==> src/rtl/wb_trace_monitor.sv <==
// Run-window controller and writeback trace FIFO for the multi-cycle core.
// Optional feature macro: TRACE_CYCLE_STAMP_EN (adds per-entry cycle stamp and rd_cycle output).
module wb_trace_monitor #(
    parameter int DATA_W      = 32,
    parameter int REG_AW      = 5,
    parameter int DEPTH       = 8,
    parameter int CYCLE_LIMIT = 12
) (
    input  logic                       clk,
    input  logic                       rst_n,
    input  logic                       start,
    output logic                       run_en,
    input  logic                       wb_en,
    input  logic [REG_AW-1:0]          wb_addr,
    input  logic [DATA_W-1:0]          wb_data,
    input  logic                       rd_en,
    output logic                       rd_valid,
    output logic [REG_AW-1:0]          rd_addr,
    output logic [DATA_W-1:0]          rd_data,
    output logic [$clog2(DEPTH+1)-1:0] fifo_count,
    output logic                       overflow,
    output logic [15:0]                cycle_cnt,
    output logic [15:0]                retire_cnt,
    output logic                       done,
`ifdef TRACE_CYCLE_STAMP_EN
    output logic [15:0]                rd_cycle,
`endif
    output logic [1:0]                 dbg_state
);
    localparam int PW = $clog2(DEPTH);
    localparam int CW = $clog2(DEPTH + 1);

    typedef enum logic [1:0] {S_IDLE, S_RUN, S_DRAIN, S_DONE} state_t;

    state_t              r_state;
    logic                r_run_en;
    logic                r_done;
    logic [15:0]         r_cycle_cnt;
    logic [15:0]         r_retire_cnt;
    logic                r_overflow;
    logic [PW-1:0]       r_wr_ptr;
    logic [PW-1:0]       r_rd_ptr;
    logic [CW-1:0]       r_count;
    logic [REG_AW-1:0]   r_mem_addr [DEPTH];
    logic [DATA_W-1:0]   r_mem_data [DEPTH];
`ifdef TRACE_CYCLE_STAMP_EN
    logic [15:0]         r_mem_cyc  [DEPTH];
`endif

    logic w_empty, w_full, w_pop, w_cap, w_push, w_drop, w_clear, w_last;

    // Handshake: a pop happens on an edge where rd_en=1 and rd_valid=1; rd_addr/rd_data
    // present the head entry beforehand (show-ahead), so no read latency is involved.
    assign w_empty = (r_count == '0);
    assign w_full  = (r_count == CW'(DEPTH));
    assign w_pop   = rd_en && !w_empty;
    assign w_cap   = (r_state == S_RUN) && wb_en;
    assign w_push  = w_cap && (!w_full || w_pop);
    assign w_drop  = w_cap && w_full && !w_pop;
    assign w_clear = start && (r_state == S_IDLE || r_state == S_DONE);
    assign w_last  = (r_cycle_cnt == 16'(CYCLE_LIMIT - 1));

    always_ff @(posedge clk or negedge rst_n) begin
        if (!rst_n) begin
            r_state  <= S_IDLE;
            r_run_en <= 1'b0;
            r_done   <= 1'b0;
        end else begin
            case (r_state)
                S_IDLE: if (start) begin
                    r_state  <= S_RUN;
                    r_run_en <= 1'b1;
                end
                S_RUN: if (w_last) begin
                    r_state  <= S_DRAIN;
                    r_run_en <= 1'b0;
                end
                // Registered count: a pop that empties the FIFO is seen as empty one edge later.
                S_DRAIN: if (w_empty) begin
                    r_state <= S_DONE;
                    r_done  <= 1'b1;
                end
                S_DONE: if (start) begin
                    r_state  <= S_RUN;
                    r_run_en <= 1'b1;
                    r_done   <= 1'b0;
                end
                default: r_state <= S_IDLE;
            endcase
        end
    end

    always_ff @(posedge clk or negedge rst_n) begin
        if (!rst_n) begin
            r_cycle_cnt  <= '0;
            r_retire_cnt <= '0;
            r_overflow   <= 1'b0;
        end else if (w_clear) begin
            r_cycle_cnt  <= '0;
            r_retire_cnt <= '0;
            r_overflow   <= 1'b0;
        end else begin
            if (r_state == S_RUN && r_cycle_cnt != 16'hFFFF)
                r_cycle_cnt <= r_cycle_cnt + 16'd1;
            if (w_cap && r_retire_cnt != 16'hFFFF)
                r_retire_cnt <= r_retire_cnt + 16'd1;
            if (w_drop)
                r_overflow <= 1'b1;
        end
    end

    always_ff @(posedge clk or negedge rst_n) begin
        if (!rst_n) begin
            r_wr_ptr <= '0;
            r_rd_ptr <= '0;
            r_count  <= '0;
        end else if (w_clear) begin
            r_wr_ptr <= '0;
            r_rd_ptr <= '0;
            r_count  <= '0;
        end else begin
            if (w_push) r_wr_ptr <= r_wr_ptr + PW'(1);
            if (w_pop)  r_rd_ptr <= r_rd_ptr + PW'(1);
            if (w_push && !w_pop)
                r_count <= r_count + CW'(1);
            else if (w_pop && !w_push)
                r_count <= r_count - CW'(1);
        end
    end

    // Storage needs no reset: every read path is gated by the occupancy count.
    always_ff @(posedge clk) begin
        if (w_push) begin
            r_mem_addr[r_wr_ptr] <= wb_addr;
            r_mem_data[r_wr_ptr] <= wb_data;
`ifdef TRACE_CYCLE_STAMP_EN
            r_mem_cyc[r_wr_ptr]  <= r_cycle_cnt;
`endif
        end
    end

    assign run_en     = r_run_en;
    assign done       = r_done;
    assign rd_valid   = !w_empty;
    assign rd_addr    = w_empty ? '0 : r_mem_addr[r_rd_ptr];
    assign rd_data    = w_empty ? '0 : r_mem_data[r_rd_ptr];
`ifdef TRACE_CYCLE_STAMP_EN
    assign rd_cycle   = w_empty ? '0 : r_mem_cyc[r_rd_ptr];
`endif
    assign fifo_count = r_count;
    assign overflow   = r_overflow;
    assign cycle_cnt  = r_cycle_cnt;
    assign retire_cnt = r_retire_cnt;
    assign dbg_state  = r_state;
endmodule

==> config.mk <==
export PLATFORM = sky130hd
export DESIGN_NAME = wb_trace_monitor
export DESIGN_NICKNAME = d
export VERILOG_FILES = /design/src/rtl/wb_trace_monitor.sv
export SDC_FILE = /design/constraint.sdc
export NUM_CORES = 1
export LEC_CHECK = 0
export ABC_CLOCK_PERIOD_IN_PS = 14000
export CAP_MARGIN = 20
export CORE_AREA = 10 10 162 164
export CTS_CLUSTER_DIAMETER = 200
export DETAILED_ROUTE_END_ITERATION = 16
export DIE_AREA = 0 0 172 174
export PLACE_DENSITY = 0.83
export REMOVE_ABC_BUFFERS = 1
export SYNTH_ARGS = -nofsm -noshare
export SYNTH_HDL_FRONTEND = slang
export SYNTH_SLANG_ARGS = --single-unit
==> constraint.sdc <==
create_clock -name clk -period 14 [get_ports clk]
set_input_delay 2.8 -clock clk [delete_from_list [all_inputs] [get_ports clk]]
set_output_delay 2.8 -clock clk [all_outputs]
set_load 0.005 [all_outputs]
==> results of run 1 <==
[metrics by stage]
stage | hold WS [ns] | util, % | instances | setup WS [ns]
after CTS | 0.546 | 72.0 | 1221 | 7.46
after global placement | 0.516 | 67.2 | 1157 | 8.10
after detailed placement | 0.518 | 67.2 | 1157 | 8.03
final | 0.545 | 72.1 | 1225 | 7.60
after floorplan | 0.486 | - | 730 | 7.36
after global routing | 0.583 | 72.1 | 1222 | 7.29
[metal layers]
layer,vias to the layer above,wire length [µm]
li1,3312,-
met1,3793,11400
met2,281,14100
met3,33,2440
met4,0,310
met5,-,0
[worst min-delay path by stage]
stage	startpoint	endpoint	slack, ns	cells past startpoint
after detailed placement	overflow	overflow	0.52	2
after global routing	overflow	overflow	0.58	2
after global placement	done	done	0.52	2
after CTS	done	done	0.55	2
final	done	done	0.54	2
after floorplan	overflow	overflow	0.49	2
[logic make-up after synthesis]
family	after synthesis	synth area share, %
flops	343	72.0
simple gates	178	6.73
xor+xnor	27	1.69
compound gates	44	2.02
mux	117	15.0
buf+inv	48	1.56
fa+ha+maj	10	0.949
[where the power goes]
part	total, mW	internal [mW]	switching [mW]
clock	0.894	0.530	0.365
combinational	0.815	0.443	0.372
sequential	1.26	1.18	0.0802
total	2.97	2.15	0.817
[worst max-delay path, cell delays in order, from the launching register on]
cell,delay [ns]
dfrtp_4,0.96
buf_4,0.72
mux4_2,0.62
mux2i_1,0.22
nor2_1,0.06
clkdlybuf4s50_1,0.49
[cells in the mapped netlist, types with 3 or more instances]
library cell,count
edfxtp_1,296
nor2_1,75
mux4_2,74
dfrtp_1,47
mux2i_1,43
nand2_1,29
a21oi_1,17
xnor2_1,15
nand3_1,13
buf_2,12
clkbuf_1,12
xor2_1,12
inv_1,10
ha_1,9
nand4_1,9
nor3_1,9
buf_1,7
buf_4,6
a31oi_1,5
and2_1,5
and3_1,5
and4_1,5
o21ai_0,5
a211oi_1,4
nor3b_1,4
nand2b_1,3
nor3_2,3
nor4_2,3
[final cells by class]
class                      instances  area [µm²]  share of cell area [%]
tap                              290         363                    2.18
multi-input combinational        376        3740                    22.4
antenna                            3        7.51                  0.0450
clock buffer                      45         935                    5.61
sequential                       343       10100                    60.4
timing repair buffer             138        1340                    8.01
clock inverter                    19         180                    1.08
inverter                          11        41.3                   0.248
[sequential cells by signal, indices dropped and copies added (netlist names)]
| register | count |
|---|---|
| r_mem_data | 256 |
| r_mem_addr | 40 |
| cycle_cnt | 16 |
| retire_cnt | 16 |
| fifo_count | 4 |
| r_rd_ptr | 3 |
| r_wr_ptr | 3 |
| dbg_state | 2 |
| done | 1 |
| overflow | 1 |
| run_en | 1 |
==> run summary, run 1 <==
Critical path
- critical path capture point: rd_data[2]
- endpoint kind of the worst setup timing path: primary output
- highest fanout seen on the critical path: 40
- data arrival at the endpoint of the critical path: 3.60 ns
- Worst Reg2Reg Path Length in Cells: 10
- kind of critical path: register to primary output
- Crit Reg-Reg Endpoint: fifo_count[3]
- critical register-to-register path startpoint: fifo_count[1]
- required time of the worst setup path: 11.20 ns
- category of the worst setup path launch point: register
- worst setup path start: r_rd_ptr[0]
- minimum setup slack among reg-to-reg paths: 10.83 ns

Final layout
- most frequent cells in the layout: edfxtp_1 (296), clkdlybuf4s50_1 (119), mux4_2 (74)
- final std cell area, no fill: 16700 µm²
- fraction of layout instances using a drive strength above 1: 18.3%
- most common cell after layout, fill and taps aside: edfxtp_1
- Final nets: 957
- area delta synth->final: 19.4%
- fillcell total: 1385

Global route
- antenna violations before repair: 2
- met3 routing resource usage after global routing: 5.39%
- via count of the first global-routing pass: 7851
- global route overflow: 0
- met2 track demand over resource: 30.5%
- maximum number of pins on one net before global-route repair: 61
- GR Util All Layers: 19.1%
- GR Util met1: 25.6%
- first-pass GRT wire length: 44500 µm
- Most Crowded Layer GR: met2

Routing
- Routed Antenna Nets: 0
- total DRC errors in the routed layout: 0
- Total Routed Length: 28200 µm
- count of TritonRoute iterations in the first routing pass: 5
- post-DR vias/cell: 6.06
- total via count after detailed routing: 7419
- 1st-iter DRT viols: 570
- post-DR wirelength/cell: 23.0 µm

Clocking
- clock transition at the register clock pins on the worst setup and hold paths after CTS: 0.06 ns
- clock tree root buffer cell: clkbuf_16
- post-CTS setup-driven buffer insertion count: 0
- worst skew pair latency: 0.51 ns
- maximum root-to-sink buffer count: 3
- TritonCTS sink count: 343
- Hold-fix buffers, CTS: 0
- clock tree from TritonCTS: yes
- PostCTS Resize Cnt: 0
- H-tree depth: 2
- TritonCTS buffer count: 35

Die
- horizontal extent of the die: 172 µm
- Rows: 56
- die area: 29900 µm²
- Core Box Area: 23100 µm²
- I/O pin cnt: 121
- initial core utilization: 60.4%
- height of the chip: 174 µm

Synth
- Synth top area share: 63.6%
- most area-consuming cells after synthesis: edfxtp_1 (64%), mux4_2 (12%), dfrtp_1 (8.4%)
- async set-or-reset flop fraction in the synthesized netlist: 13.7%
- Syn Area/Cell: 18.2 µm²
- YS warnings: 0
- Yosys reg bits: 343
- synth unique cells: 53
- synthesized area: 14000 µm²
- number of enable-type register cells in the synthesized netlist: 296
- largest area contributor in the synthesized netlist: edfxtp_1
- dominant register cell in the synthesized netlist: edfxtp_1
- number of cells produced by synthesis: 767
- portion of the post-synthesis area used by sequential elements: 72.0%

Pwr
- maximum resistive drop on vdd: 0.119 mV
- power density relative to cell area: 178 nW/µm²
- static leakage: 5.56 nW
- sum of internal, switching and leakage power: 2.97 mW

STA
- Slew Limit Headroom: 30.5%
- achievable frequency: 156 MHz
- final period utilization: 45.7%
- final max-slew violation count: 0
- clock skew after layout: 0.0153 ns
- post-layout minimum cycle time: 6.40 ns
- slew at the pin closest to its max-slew limit: 1.03 ns
- setup TNS after final layout: 0 ns
- Finish-stage setup viols: 0
- setup repair after global routing missed its margin: false
- final hold violation count: 0

Place
- RD Place Congestion: 0.823
- dpl hpwl: 16200 µm
- Placed Instance Area: 15500 µm²
- PortBufs: 120

Job
- max-cap check violation count: 0

Min path
- worst hold-check path type: register to register

Run status
- outcome: finished, final reports clean

No activity file was read; power rests on OpenSTA's default activity.
==> run 2: changes to the inputs <==
==> config.mk (replaced) <==
export PLATFORM = sky130hd
export DESIGN_NAME = wb_trace_monitor
export DESIGN_NICKNAME = d
export VERILOG_FILES = /design/src/rtl/wb_trace_monitor.sv
export SDC_FILE = /design/constraint.sdc
export NUM_CORES = 1
export LEC_CHECK = 0
export ABC_CLOCK_PERIOD_IN_PS = 6700
export CAP_MARGIN = 20
export CORE_AREA = 10 10 167 169
export CTS_CLUSTER_DIAMETER = 200
export DETAILED_ROUTE_END_ITERATION = 16
export DIE_AREA = 0 0 177 179
export PLACE_DENSITY = 0.79
export REMOVE_ABC_BUFFERS = 1
export SYNTH_ARGS = -nofsm -noshare
export SYNTH_HDL_FRONTEND = slang
export SYNTH_SLANG_ARGS = --single-unit
==> constraint.sdc (replaced) <==
create_clock -name clk -period 6.7 [get_ports clk]
set_input_delay 1.34 -clock clk [delete_from_list [all_inputs] [get_ports clk]]
set_output_delay 1.34 -clock clk [all_outputs]
set_load 0.005 [all_outputs]
==> run 2 against run 1 <==
Compared with the run above: register-to-register slack got worse by 7.5 ns; design area increased by 0.30%; sequential power increased by 110%; die area increased by 5.9%; wire length increased by 1.4%; critical path type unchanged.
==> run summary, run 2 (same netlist as run 1, synthesis figures left out) <==
Run status
- outcome: finished, final reports clean, unchanged

Clocking
- PostCTS Resize Cnt: 0, unchanged
- Hold-fix buffers, CTS: 0, unchanged
- TritonCTS sink count: 343, unchanged
- clock tree from TritonCTS: yes, unchanged
- maximum root-to-sink buffer count: 3, unchanged
- TritonCTS buffer count: 35, unchanged
- clock tree root buffer cell: clkbuf_16, unchanged
- H-tree depth: 2, unchanged
- worst skew pair latency: 0.51 ns, about the same
- post-CTS setup-driven buffer insertion count: 0, unchanged
- clock transition at the register clock pins on the worst setup and hold paths after CTS: 0.06 ns, about the same

Routing
- post-DR vias/cell: 5.85, was 6.06
- post-DR wirelength/cell: 22.7 µm, was 23.0 µm
- count of TritonRoute iterations in the first routing pass: 5, unchanged
- Routed Antenna Nets: 0, unchanged
- 1st-iter DRT viols: 668, was 570
- total DRC errors in the routed layout: 0, unchanged
- total via count after detailed routing: 7373, was 7419
- Total Routed Length: 28600 µm, was 28200 µm

Pwr
- static leakage: 5.57 nW, was 5.56 nW
- power density relative to cell area: 374 nW/µm², was 178 nW/µm²
- maximum resistive drop on vdd: 0.298 mV, was 0.119 mV
- sum of internal, switching and leakage power: 6.26 mW, was 2.97 mW

Die
- height of the chip: 179 µm, was 174 µm
- Core Box Area: 24700 µm², was 23100 µm²
- die area: 31700 µm², was 29900 µm²
- horizontal extent of the die: 177 µm, was 172 µm
- I/O pin cnt: 121, unchanged
- Rows: 58, was 56
- initial core utilization: 56.5%, was 60.4%

Final layout
- register with the most flip-flops: r_mem_data, unchanged
- most common cell after layout, fill and taps aside: edfxtp_1, unchanged
- largest registers in the final layout: r_mem_data x256, r_mem_addr x40, unchanged
- area delta synth->final: 19.7%, was 19.4%
- final std cell area, no fill: 16700 µm², about the same
- Final nets: 955, was 957
- max reg flops: 256, unchanged
- most frequent cells in the layout: edfxtp_1 (296), clkdlybuf4s50_1 (119), mux4_2 (74), unchanged
- fraction of layout instances using a drive strength above 1: 18.6%, was 18.3%

Place
- Placed Instance Area: 15600 µm², was 15500 µm²
- dpl hpwl: 16200 µm, about the same
- PortBufs: 120, unchanged
- Placement Setup Slack: 2.32 ns, was 8.03 ns
- RD Place Congestion: 0.808, was 0.823

Min path
- worst hold-check path type: register to register, unchanged
- startpoint of the most critical hold path: overflow, was done
- worst hold path depth: 2, unchanged
- Worst Hold Endpoint: overflow, was done

Critical path
- Crit Reg-Reg Endpoint: r_mem_data[3][31], was fifo_count[3]
- endpoint kind of the worst setup timing path: primary output, unchanged
- highest fanout seen on the critical path: 48, was 40
- max incr delay on CP: 1.06 ns, was 0.96 ns
- required time of the worst setup path: 5.36 ns, was 11.20 ns
- ordered list of cells on the worst path: buf_4 > mux4_2 > mux2i_1 > nor2_1 > clkdlybuf4s50_1, unchanged
- kind of critical path: register to primary output, unchanged
- data arrival at the endpoint of the critical path: 3.31 ns, was 3.60 ns
- cell with the largest stage delay on the worst path: dfrtp_4, unchanged
- Worst Reg2Reg Path Length in Cells: 7, was 10
- minimum setup slack among reg-to-reg paths: 3.34 ns, was 10.83 ns
- critical register-to-register path startpoint: dbg_state[1], was fifo_count[1]
- category of the worst setup path launch point: register, unchanged

STA
- Slew Limit Headroom: 35.4%, was 30.5%
- final period utilization: 69.5%
- Finish-stage setup viols: 0, unchanged
- Worst Slack Setup Final: 2.05 ns, was 7.60 ns
- slew at the pin closest to its max-slew limit: 0.968 ns, was 1.03 ns
- final max-slew violation count: 0, unchanged
- clock skew after layout: 0.0214 ns, was 0.0153 ns
- setup TNS after final layout: 0 ns, unchanged
- final hold violation count: 0, unchanged
- post-layout minimum cycle time: 4.65 ns
- achievable frequency: 215 MHz
- setup repair after global routing missed its margin: false, unchanged
- smallest hold slack: 0.546 ns, was 0.545 ns

Global route
- GR Util All Layers: 18.3%, was 19.1%
- via count of the first global-routing pass: 7706, was 7851
- global route overflow: 0, unchanged
- maximum number of pins on one net before global-route repair: 49, was 61
- antenna violations before repair: 3, was 2
- first-pass GRT wire length: 44800 µm, was 44500 µm

Job
- max-cap check violation count: 0, unchanged

==> run 2: how the worst max path moves through the flow <==
stage,cells after the start,from,slack [ns],endpoint
4_1_cts,5,r_rd_ptr[0],1.94,rd_data[26]
5_1_grt,5,r_rd_ptr[0],1.77,rd_data[21]
3_5_place_dp,6,rd_en,2.32,r_mem_data[0][25]
3_3_place_gp,6,rd_en,2.35,r_mem_data[0][25]
2_1_floorplan,4,rd_en,1.52,r_mem_addr[4][0]
6_report,5,r_rd_ptr[0],2.05,rd_data[4]
==> run 2: area by class of cell <==
| cell class | count | area (µm²) |
|---|---|---|
| antenna | 1 | 2.50 |
| clock buffer | 45 | 935 |
| clock inverter | 18 | 204 |
| fill | 1568 | 8020 |
| inverter | 11 | 41.3 |
| multi-input combinational | 376 | 3740 |
| sequential | 343 | 10100 |
| tap | 330 | 413 |
| timing repair buffer | 136 | 1320 |
==> run 2: stage by stage <==
step / util [%] / std cells
after detailed placement: 63.0 / 1196
after global placement: 63.0 / 1196
after floorplan: - / 730
final: 67.6 / 1260
after global routing: 67.6 / 1259
after CTS: 67.6 / 1259
==> run 2: worst max-delay path: cells and delay by family, from the launching register on <==
kind,cells,cell delay [ns]
DFF,1,1.06
buffers and inverters,2,0.93
muxes,2,0.73
and+or+nand+nor,1,0.06
==> run 2: report_power, final <==
part           switching [mW]  leakage, nW  total, mW  internal, mW
registers               0.187         3.30       2.65          2.46
clock network           0.769        0.558       1.92          1.15
logic                   0.768         1.71       1.70         0.928
==> run 2: routing by layer <==
metal | up-vias | part of all wire [%] | global-route usage [%]
met5 | - | 0.12 | 0
met4 | 4 | 1.6 | 4.41
li1 | 3312 | - | -
met3 | 43 | 9.1 | 5.96
met1 | 3731 | 41 | 24.2
met2 | 283 | 48 | 29.0
